<file path="src/rtl/pc_sequencer.sv">
// rtl/pc_sequencer.sv - PC control FSM: fetch handshake, jump/call/ret, return-address stack.
// Optional retired-instruction counter enabled by defining PC_SEQ_PERF_EN.
module pc_sequencer #(
    parameter int            AW          = 15,
    parameter logic [AW-1:0] RESET_ADDR  = '0,
    parameter int            STACK_DEPTH = 4
) (
    input  logic          clk,
    input  logic          rst,
    input  logic          start,
    input  logic          halt_req,
    output logic          fetch_req,
    input  logic          fetch_ack,
    input  logic [1:0]    br_type,
    input  logic [AW-1:0] br_target,
    input  logic [AW-1:0] pc_cur,
    output logic          pc_re,
    output logic          pc_we,
    output logic          pc_inc,
    output logic [AW-1:0] pc_in,
    output logic          halted,
    output logic          stack_err,
    output logic          busy
`ifdef PC_SEQ_PERF_EN
    ,
    output logic [31:0]   retired_cnt
`endif
);

    localparam int IW  = $clog2(STACK_DEPTH);
    localparam int SPW = IW + 1;

    typedef enum logic [2:0] {
        S_IDLE, S_LOAD, S_PUBLISH, S_FETCH, S_DECODE, S_HALT
    } state_t;

    state_t         state, state_nx;
    logic [AW-1:0]  stack_mem [STACK_DEPTH];
    logic [SPW-1:0] sp;
    logic [IW-1:0]  top_idx;
    logic           full, empty;
    logic           do_push, do_pop, fault;

    assign full    = (sp == SPW'(STACK_DEPTH));
    assign empty   = (sp == '0);
    assign top_idx = sp[IW-1:0] - IW'(1);

    // Stack effects of the current DECODE; a faulting call/ret touches nothing.
    always_comb begin
        do_push = 1'b0;
        do_pop  = 1'b0;
        fault   = 1'b0;
        if (state == S_DECODE && !halt_req) begin
            case (br_type)
                2'b10: if (full) fault = 1'b1; else do_push = 1'b1;
                2'b11: if (empty) fault = 1'b1; else do_pop = 1'b1;
                default: ;
            endcase
        end
    end

    always_ff @(posedge clk) begin
        if (rst) state <= S_IDLE;
        else     state <= state_nx;
    end

    always_comb begin
        state_nx = state;
        case (state)
            S_IDLE:    if (start) state_nx = S_LOAD;
            S_LOAD:    state_nx = S_PUBLISH;
            S_PUBLISH: state_nx = S_FETCH;
            S_FETCH:   if (fetch_ack) state_nx = S_DECODE;
            S_DECODE:  state_nx = (halt_req || fault) ? S_HALT : S_PUBLISH;
            S_HALT:    if (start) state_nx = S_LOAD;
            default:   state_nx = S_IDLE;
        endcase
    end

    always_comb begin
        fetch_req = 1'b0;
        pc_re     = 1'b0;
        pc_we     = 1'b0;
        pc_inc    = 1'b0;
        pc_in     = '0;
        halted    = 1'b0;
        busy      = (state != S_IDLE) && (state != S_HALT);
        case (state)
            S_LOAD: begin
                pc_re = 1'b1;
                pc_in = RESET_ADDR;
            end
            S_PUBLISH: pc_we = 1'b1;
            S_FETCH:   fetch_req = 1'b1;
            S_DECODE: begin
                if (!halt_req) begin
                    case (br_type)
                        2'b00: pc_inc = 1'b1;
                        2'b01: begin
                            pc_re = 1'b1;
                            pc_in = br_target;
                        end
                        2'b10: begin
                            pc_re = do_push;
                            pc_in = do_push ? br_target : '0;
                        end
                        default: begin
                            pc_re = do_pop;
                            pc_in = do_pop ? stack_mem[top_idx] : '0;
                        end
                    endcase
                end
            end
            S_HALT:  halted = 1'b1;
            default: ;
        endcase
    end

    // Restart from HALT empties the stack; stack_err survives until rst.
    always_ff @(posedge clk) begin
        if (rst) begin
            sp        <= '0;
            stack_err <= 1'b0;
        end else begin
            if (fault) stack_err <= 1'b1;
            if (state == S_HALT && start) sp <= '0;
            else if (do_push)             sp <= sp + SPW'(1);
            else if (do_pop)              sp <= sp - SPW'(1);
        end
    end

    always_ff @(posedge clk) begin
        if (do_push) stack_mem[sp[IW-1:0]] <= pc_cur + AW'(1);
    end

`ifdef PC_SEQ_PERF_EN
    always_ff @(posedge clk) begin
        if (rst)
            retired_cnt <= '0;
        else if (state == S_DECODE && !halt_req && !fault && retired_cnt != 32'hFFFF_FFFF)
            retired_cnt <= retired_cnt + 32'd1;
    end
`endif

endmodule

</file>
<file path="config.mk">
export PLATFORM = sky130hd
export DESIGN_NAME = pc_sequencer
export DESIGN_NICKNAME = d
export VERILOG_FILES = /design/src/rtl/pc_sequencer.sv
export SDC_FILE = /design/constraint.sdc
export NUM_CORES = 1
export LEC_CHECK = 0
export BUFFER_PORTS_ARGS = -buffer_cell sky130_fd_sc_hd__buf_2
export CAP_MARGIN = 20
export CORE_ASPECT_RATIO = 1.2
export CORE_UTILIZATION = 48
export CTS_CLUSTER_SIZE = 16
export DETAILED_ROUTE_END_ITERATION = 12
export PLACE_DENSITY = 0.73
export RECOVER_POWER = 25
export SLEW_MARGIN = 40
export SYNTH_ARGS = -nofsm -noshare
export SYNTH_HDL_FRONTEND = slang
export SYNTH_SLANG_ARGS = --single-unit
</file>
<file path="constraint.sdc">
create_clock -name clk -period 2.27 [get_ports clk]
set_input_delay 0.1135 -clock clk [delete_from_list [all_inputs] [get_ports clk]]
set_output_delay 0.1135 -clock clk [all_outputs]
set_load 0.02 [all_outputs]
</file>
After elaboration in Yosys (flattened, before gate mapping). Memory sizes are Yosys's and may differ from the RTL's. Index checks and enable logic that the tools add are counted.

Bits in latches: 0. Memories kept: 1. Memory bits (writable): 60. Input port bits: 37. Bits in registers: 7. Bits in read-only memories: 0.

$lt $le $gt $ge: 0. Divide/modulo/power cells: 0. $add $sub $neg: 4. $mul: 0. Bitwise operators: 0. Shift operators: 0. Reduce and logical (&&, ||, !) cells: 13. Mux-type cells: 32. Equal/unequal tests: 12.

Memories: stack_mem (depth 4, bits a word 15, rd ports 1, clocked after Yosys merged registers in 0, wr ports 1, RTL line 38) `logic [AW-1:0] stack_mem [STACK_DEPTH];`.

Operators with widths (count): 15-bit 2-to-1 mux (4); 15-bit case mux with 3 select lines (1); 1-bit 2-to-1 mux (18); 15-bit by 1-bit adder with 15-bit output, second input constant (1); 3-bit 2-to-1 mux (5); 3-bit case mux with 5 select lines (1); 3-bit == test, second input constant (3); 3-bit by 2-bit == test with 1-bit output, second input constant (2); 3-bit zero test (2); 2-bit == test, second input constant (2); 1-bit case mux with 2 select lines (2); 2-bit OR reduction (2); 3-bit by 1-bit adder with 3-bit output, second input constant (1); 3-bit by 1-bit == test with 1-bit output, second input constant (1); 1-bit logical AND (3); 3-bit inequality test, second input constant (1); 1-bit case mux with 3 select lines (1); 3-bit nonzero test (1); 3-bit by 1-bit subtractor with 3-bit output, second input constant (1); 2-bit by 1-bit == test with 1-bit output, second input constant (1); 2-bit zero test (1); 2-bit by 1-bit inequality test with 1-bit output, second input constant (1); 2-bit inequality test, second input constant (1); 2-bit AND reduction (1); other kinds (4) (4).

Depth between registers and ports, before layout. Gate-level depths: netlist of run 1.

Depth after elaboration: 8. Depth in mapped cells: 10. Gate-level depth less buffers: 8.

Least setup slack after synthesis of run 1. OpenSTA, ideal clock, no wires.

Path kind: reg2reg. From: register sp[0]. To: memory stack_mem[0][0] (enable). Path slack: -0.151 ns. Cell stages (with the launch flop): 8. Period minus slack after synthesis: 2.421 ns. Path buffers: 2. Setup time: 0.372 ns. Data required time: 1.898 ns. Data arrival time: 2.049 ns. Cell sequence: dfxtp_1 buf_6 buf_6 inv_1 ha_1 a21bo_2 nor3_1 and2_1.

Longest elaborated chain between the ends: 6.

Ends and longest elaborated chain: start: declaration (RTL line 39) `logic [SPW-1:0] sp;`; start signal: assignment (RTL line 127) `else if (do_push) sp <= sp + SPW'(1);`; start signal: assignment (RTL line 128) `else if (do_pop) sp <= sp - SPW'(1);`; 3-bit == test (RTL line 44) `assign full = (sp == SPW'(STACK_DEPTH));`; 1-bit 2-to-1 mux (RTL line 55) `2'b10: if (full) fault = 1'b1; else do_push = 1'b1;`; 1-bit 2-to-1 mux (RTL line 54) `case (br_type)`; 1-bit 2-to-1 mux (RTL line 53) `if (state == S_DECODE && !halt_req) begin`; 1-bit 2-to-1 mux (RTL line 133) `if (do_push) stack_mem[sp[IW-1:0]] <= pc_cur + AW'(1);`; 1-bit 2-to-1 mux (implied by the code) (RTL line 133); end: declaration (RTL line 38).

Parallel ways exist; a longest one is shown, timed or not.

Worst setup path in the final report of run 1.
From: register state[2]. To: output port pc_in[5].

Longest elaborated chain between the ends: 7. Elaborated cells between the ends (all ways): 9. Classes of those cells: eq/ne (1); mux (7); reduce/logical (1).

Ends and longest elaborated chain: start: declaration (RTL line 37) `state_t state, state_nx;`; start signal: assignment (RTL line 64) `else state <= state_nx;`; 3-bit == test (*) (RTL line 53, 88); 1-bit logical AND (RTL line 53); 1-bit 2-to-1 mux (RTL line 53); 15-bit 2-to-1 mux, on equally long branches (RTL line 109, 105); 15-bit case mux with 3 select lines (RTL line 97) `case (br_type)`; 15-bit 2-to-1 mux (RTL line 96) `if (!halt_req) begin`; 15-bit 2-to-1 mux (*) (RTL line 88) `case (state)`; end: declaration (RTL line 20) `output logic [AW-1:0] pc_in,`.

Every way passes the cells marked *; elsewhere a longest branch is shown, timed or not.

==> results.tsv, run 1 <==
stage	metric	value	unit
floorplanning	coreArea	6810	um2
yosys	syn_area	3380	um2
route	num_vias	2173	
clocking	cts_setup_buffers	0	
yosys	seq_area_frac_synth	57.4	%
critical_path	path_class	reg2out	
place	portBuffers	58	
yosys	synthAdderAreaFrac	2.44	%
outcome	outcome	complete, no violations	
critical_path	rrSetupSlack	0.15	ns
critical_path	cp_max_fo	15	
timing	period_share	93.5	%
power	irDropWorstVdd	420	uV
timing	post-route-min-period	2.12	ns
global_route	grt_overflow_total	0	
route	wl	6.65	mm
route	avgRoutedWirePerCell	17.1	um
power	combPwrFrac	18.5	%
floorplanning	die_x	78.7	um
cells_and_area	fin_nets	341	
critical_path	start_kind	register	
route	drcViolationCount	0	
cells_and_area	antenna_cells	0	
timing	setup_viol	0	
clocking	clock_latency	0.34	ns
global_route	grt_pass1_vias	1993	
global_route	grt_antenna_before_repair	0	
power	p_sw	0.800	mW
timing	slew_headroom	72.1	%
yosys	synth_cells	233	
timing	hold_slack	0.0262	ns
timing	worst_pin_slew	0.419	ns
floorplanning	floorplan.die_area	7390	um2
clocking	clk_path_buf_depth	2	
yosys	synth_nets	276	
route	drtIter0Drc	93	
place	routabilityCongestion	0.843	
timing	finalHoldViolCount	0	
yosys	synthFlopType	edfxtp_1	
timing	skew	0.00352	ns
flow_run	drv_cap	0	
place	dp_slack	0.121	ns
floorplanning	start_util	49.7	%
power	clkPwrFrac	32.7	%
power	power	2.91	mW
critical_path	cp-end-kind	output port	
yosys	synth_compound_area_share	9.02	%
power	p_per_area	741	nW/um2
clocking	clkSinkCount	67	
power	power_frac_seq	48.8	%
cells_and_area	layout-drive-gt1-share	33.7	%
route	drtPass1Iterations	4	
clocking	cts_buffers	9	
timing	max_freq	0.471	GHz
yosys	synth_edf_count	60	
floorplanning	die_h	94.0	um
global_route	grt_pass1_wl	10.1	mm
clocking	cts_root_buffer	clkbuf_8	
cells_and_area	utilization	57.6	%
floorplanning	ios	59	
yosys	synth_area_leader_cell	edfxtp_1	
clocking	clk_pin_slew	0.07	ns
yosys	avgSynthCellArea	14.5	um2
yosys	synth_xor_xnor_area_share	3.62	%
clocking	h-tree-depth	3	
timing	rsz0062_at_grt	false	
yosys	synth-simple-area-share	11.8	%
route	vias_per_cell	5.57	
yosys	yosys_warnings	0	
clocking	cts_tree	built	
yosys	synthMuxAreaShare	11.6	%
min_path	hp-class	in2reg	
yosys	ys_seq_elements	67	
power	p_int	2.11	mW
place	dp_hpwl	4.68	mm
timing	finalSetupTns	0	ns
yosys	synthArstFlopShare	0	%
global_route	globalRouteTotalUtil	19.4	%
yosys	synth_most_common_cell	edfxtp_1	
power	p_leak	1.46	nW
cells_and_area	n_fill_cell	535	
yosys	synth_top_family_by_area	simple AND/OR/NAND/NOR gates	
timing	fin_ws	0.148	ns
yosys	ys_top_cells_by_count	edfxtp_1 (60), nor2_1 (25), a22oi_1 (15), nand2_1 (10), mux4_1 (9)	
yosys	yosysTopAreaCellShare	53.2	%
timing	slew_violations	0	
cells_and_area	area_delta_synth_final	15.9	%
route	ant_nets	0	
yosys	synthDistinctLibCells	48	
global_route	grt_start_max_net_pins	18	
power	netSwitchingFraction	27.5	%
floorplanning	rows	33	
critical_path	critPathArrivalTime	2.01	ns
critical_path	worstPathRequired	2.16	ns
yosys	synth_area_leaders	edfxtp_1 (53%), mux4_1 (7.0%), dfxtp_1 (4.1%)	
final timing paths:
check	startpoint	end	cells past startpoint
worst min-delay path	rst	state[1]	2
worst max-delay path	state[2]	pc_in[5]	6
worst max register to register	sp[1]	sp[2]	8
worst min register to register	stack_err	stack_err	2
repair_timing:
action	CTS	global route
resized for setup	0	6
hold buffers	0	0
endpoints found under the setup margin	0	49
registers in the layout (all words and copies together) (netlist names):
| name | count |
|---|---|
| sp | 3 |
| stack_mem | 60 |
| stack_err | 1 |
| state | 3 |
stage by stage:
step	cells	instance area [um2]
finish	390	3920
floorplan	233	3400
detailed placement	374	3730
global route	390	3920
CTS	390	3930
global placement	374	3730
area by class of cell:
| cell class | count | area (um2) | area share [%] |
|---|---|---|---|
| clock buffer | 9 | 124 | 3.16 |
| clock inverter | 7 | 67.6 | 1.72 |
| inverter | 6 | 22.5 | 0.574 |
| multi-input combinational | 149 | 1320 | 33.6 |
| sequential | 67 | 1940 | 49.5 |
| tap | 87 | 109 | 2.77 |
| timing repair buffer | 65 | 340 | 8.67 |
power by group through the flow:
stage                     combinational, mW  clock, mW  sequential [mW]
after detailed placement              0.536          0             1.45
after CTS                             0.538      0.965             1.42
after global placement                0.528          0             1.44
after global routing                  0.592       1.00             1.42
final                                 0.538      0.949             1.42
after floorplan                       0.432          0             1.42
placed cells by master, fill, tap and decap left out, types with 6 or more instances in the layout:
master and instances:
edfxtp_1 60, buf_2 56, nor2_1 25, a22oi_1 15, nand2_1 10, clkbuf_8 9
nand3_1 8, xnor2_1 8, mux4_1 8, a21oi_1 8, mux4_2 7, xor2_1 6
dfxtp_1 6
kinds of logic after synthesis:
| group | after synthesis |
|---|---|
| XOR/XNOR | 14 |
| multiplexers | 17 |
| AO/OA/AOI/OAI | 38 |
| buffers and inverters | 17 |
| AND/OR/NAND/NOR | 74 |
| adder cells (fa/ha/maj) | 6 |
| flip-flops | 67 |
layer usage:
layer  global-route usage [%]  share of wire [%]  vias to the layer above
met5                        0                  0                        -
met4                     9.26                2.0                        0
met3                     4.17                5.5                       12
met2                     32.5                 50                       80
met1                     23.9                 42                     1046
li1                         -                  -                     1035
worst max-delay path: stages (launching register included):
cell and delay (ns):
dfxtp_1 0.36, buf_4 0.18, or3b_4 0.44, nor2_8 0.15, nand2_4 0.16, nor2_1 0.19, buf_2 0.19
No activity file was read; power rests on OpenSTA's default activity.
==> run 2, diff against run 1 <==
--- a/config.mk
+++ b/config.mk
@@ -5,6 +5,7 @@
 export SDC_FILE = /design/constraint.sdc
 export NUM_CORES = 1
 export LEC_CHECK = 0
+export ABC_AREA = 1
 export BUFFER_PORTS_ARGS = -buffer_cell sky130_fd_sc_hd__buf_2
 export CAP_MARGIN = 20
 export CORE_ASPECT_RATIO = 1.2
@@ -13,6 +14,7 @@
 export DETAILED_ROUTE_END_ITERATION = 12
 export PLACE_DENSITY = 0.73
 export RECOVER_POWER = 25
+export SETUP_SLACK_MARGIN = 0.4
 export SLEW_MARGIN = 40
 export SYNTH_ARGS = -nofsm -noshare
 export SYNTH_HDL_FRONTEND = slang
==> run 2 against run 1 <==
  * Global-route usage rose by 4.1 points
  * Routed wire length rose by 32%
  * Clock skew rose by 0.0012 ns
  * Sequential cell count is the same
  * Synthesized cell count rose by 55%
  * Design area up 20%
  * Utilization up 11 points
  * Worst setup slack improved by 0.13 ns
  * Area after synthesis grew 0.52%
  * Clock-buffer cell count up 1
  * Sequential share of layout area decreased by 8.1 points
  * Largest cell class unchanged
==> results.tsv, run 2 <==
stage	metric	value	unit
outcome	outcome	complete, no violations	
clocking	h-tree-depth	3	
global_route	grt_overflow_total	0	
yosys	synth_cells	361	
global_route	grt_pass1_wl	12.5	mm
yosys	yosys_warnings	0	
yosys	avgSynthCellArea	9.42	um2
clocking	cts_root_buffer	clkbuf_8	
critical_path	start_kind	register	
yosys	synth_most_common_cell	nor2_1	
floorplanning	floorplan.die_area	7430	um2
power	power_frac_seq	42.7	%
yosys	synth_area_leader_cell	edfxtp_1	
clocking	clk_pin_slew	0.07	ns
route	wl	8.76	mm
place	portBuffers	58	
critical_path	cp_slowest_stage_delay	0.35	ns
floorplanning	ios	59	
yosys	synth_nets	404	
power	combPwrFrac	24.4	%
floorplanning	coreArea	6850	um2
global_route	use_met2	42.0	%
route	drtPass1Iterations	4	
place	dp_hpwl	4.78	mm
global_route	grt_pass1_vias	2625	
timing	post-route-min-period	1.99	ns
yosys	synthArstFlopShare	0	%
timing	finalSetupTns	0	ns
yosys	synthAdderAreaFrac	2.43	%
timing	skew	0.00470	ns
clocking	cts_tree	built	
power	p_leak	1.88	nW
place	routabilityCongestion	0.839	
power	p_sw	0.998	mW
floorplanning	start_util	49.6	%
yosys	seq_area_frac_synth	57.1	%
yosys	ys_top_cells_by_count	nor2_1 (69), edfxtp_1 (60), nand2_1 (60), o21ai_0 (45), inv_1 (38)	
power	clkPwrFrac	32.9	%
global_route	grt_start_max_net_pins	34	
critical_path	crit_buf_inv	3	
timing	setup_viol	0	
yosys	synth_edf_count	60	
critical_path	cp_max_fo	8	
route	avgRoutedWirePerCell	16.1	um
clocking	clkSinkCount	67	
cells_and_area	antenna_cells	0	
power	netSwitchingFraction	30.1	%
cells_and_area	final_common_cell	edfxtp_1	
clocking	clock_latency	0.34	ns
floorplanning	rows	33	
yosys	synth_area_leaders	edfxtp_1 (53%), nor2_1 (7.6%), nand2_1 (6.6%)	
timing	slew_headroom	71.8	%
cells_and_area	mostFrequentLayoutCells	edfxtp_1 (60), nand2_1 (53), nor2_1 (50)	
route	drcViolationCount	0	
route	ant_nets	0	
critical_path	cp_top_family	buffers and inverters	
yosys	synth_xor_xnor_area_share	3.09	%
floorplanning	die_h	94.2	um
timing	max_freq	0.503	GHz
power	irDropWorstVdd	467	uV
critical_path	cp-end-kind	output port	
yosys	ys_seq_elements	67	
power	p_int	2.32	mW
yosys	synth-simple-area-share	19.2	%
yosys	yosysTopAreaCellShare	53.0	%
critical_path	path_class	reg2out	
timing	finalHoldViolCount	0	
timing	rsz0062_at_grt	true	
cells_and_area	largest_reg_flops	60	
clocking	clk_path_buf_depth	2	
global_route	grt-busiest-layer	met2	
yosys	synth_compound_area_share	12.0	%
global_route	grt_antenna_before_repair	0	
flow_run	drv_cap	0	
global_route	grtUsageMet1	26.6	%
yosys	synthFlopType	edfxtp_1	
route	num_vias	2851	
critical_path	crit_slowest_cell	dfxtp_2	
route	drtIter0Drc	161	
floorplanning	die_x	78.9	um
timing	worst_pin_slew	0.421	ns
yosys	syn_area	3400	um2
cells_and_area	area_delta_synth_final	38.2	%
critical_path	critPathArrivalTime	1.88	ns
timing	period_share	87.6	%
cells_and_area	layout-drive-gt1-share	37.5	%
power	power	3.32	mW
yosys	synthMuxAreaShare	0	%
timing	slew_violations	0	
critical_path	path_cells	inv_4 -> ha_4 -> buf_12 -> nor2_2 -> o21ai_2 -> o21ai_1 -> nand2_2 -> a21oi_2 -> buf_6	
yosys	synthDistinctLibCells	28	
cells_and_area	fin_nets	494	
global_route	globalRouteTotalUtil	23.5	%
power	p_per_area	705	nW/um2
yosys	synth_top_family_by_area	simple AND/OR/NAND/NOR gates	
route	vias_per_cell	5.25	
global_route	use_met3	4.95	%
clocking	cts_buffers	9	
critical_path	worstPathRequired	2.16	ns
min_path	hp-class	in2reg	
==> run 2: cell count changes after synthesis, moves of 9 or more <==
cell	change
o21ai_0	+44
inv_1	+32
nand2_1	+50
nor2_1	+44
mux4_1	-9
a22oi_1	-15
a21oi_2	+10
==> run 2: what timing repair did <==
item	4_1_cts	5_1_grt
endpoints found under the setup margin	76	76
hold buffers	1	0
gates resized for setup	73	48
pin swaps	27	25
setup buffers	17	7
cloned	2	2
endpoints found under the hold margin	2	0
==> run 2: power by group through the flow <==
stage	registers (mW)	clock network [mW]	logic [mW]
after floorplan	1.44	0	0.448
after global placement	1.44	0	0.623
after detailed placement	1.44	0	0.633
after CTS	1.42	1.09	0.746
after global routing	1.42	1.15	0.883
final	1.42	1.09	0.809
==> run 2: layer usage <==
| layer | share of wire (%) | routed length, um | vias up |
|---|---|---|---|
| met3 | 3.6 | 317 | 20 |
| met5 | 0 | 0 | - |
| met1 | 40 | 3530 | 1352 |
| met4 | 2.6 | 231 | 0 |
| li1 | - | - | 1385 |
| met2 | 53 | 4680 | 94 |
==> run 2: metrics by stage <==
step / cell area, um2 / std cells / hold WS [ns] / setup slack (ns) / util [%]
6_report: 4700 / 543 / 0.143 / 0.281 / 68.6
5_1_grt: 4700 / 543 / 0.150 / 0.161 / 68.6
4_1_cts: 4460 / 534 / 0.121 / 0.297 / 65.0
3_5_place_dp: 3820 / 498 / 0.324 / 0.0842 / 55.8
3_3_place_gp: 3820 / 498 / 0.321 / 0.215 / 55.8
2_1_floorplan: 3470 / 361 / 0.183 / 0.361 / -
==> run 2: path summary, 6_finish.rpt <==
kind              startpoint               to  cells after the start  slack [ns]
hold / removal     pc_cur[0]  stack_mem[3][0]                      2        0.14
hold reg to reg    stack_err        stack_err                      2        0.49
setup reg to reg       sp[1]            sp[1]                     11        0.39
setup / recovery       sp[1]        pc_in[14]                      9        0.28
==> run 2: final cells by class <==
type	instances	area (um2)
inverters	39	160
flip-flops and latches	67	1950
clock buffers	10	128
fillers	501	2150
well taps	87	109
multi-input cells	244	1480
clock inverters	6	90.1
repair buffers	90	790
==> run 2: kinds of logic (layout without fill, tap and decap cells) <==
group | count (synthesis) | in the layout
and+or+nand+nor | 153 | 154
AOI/OAI and AO/OA | 72 | 72
DFF | 67 | 67
buffers and inverters | 51 | 145
xor gates and xnor gates | 12 | 12
adders and majority gates | 6 | 6
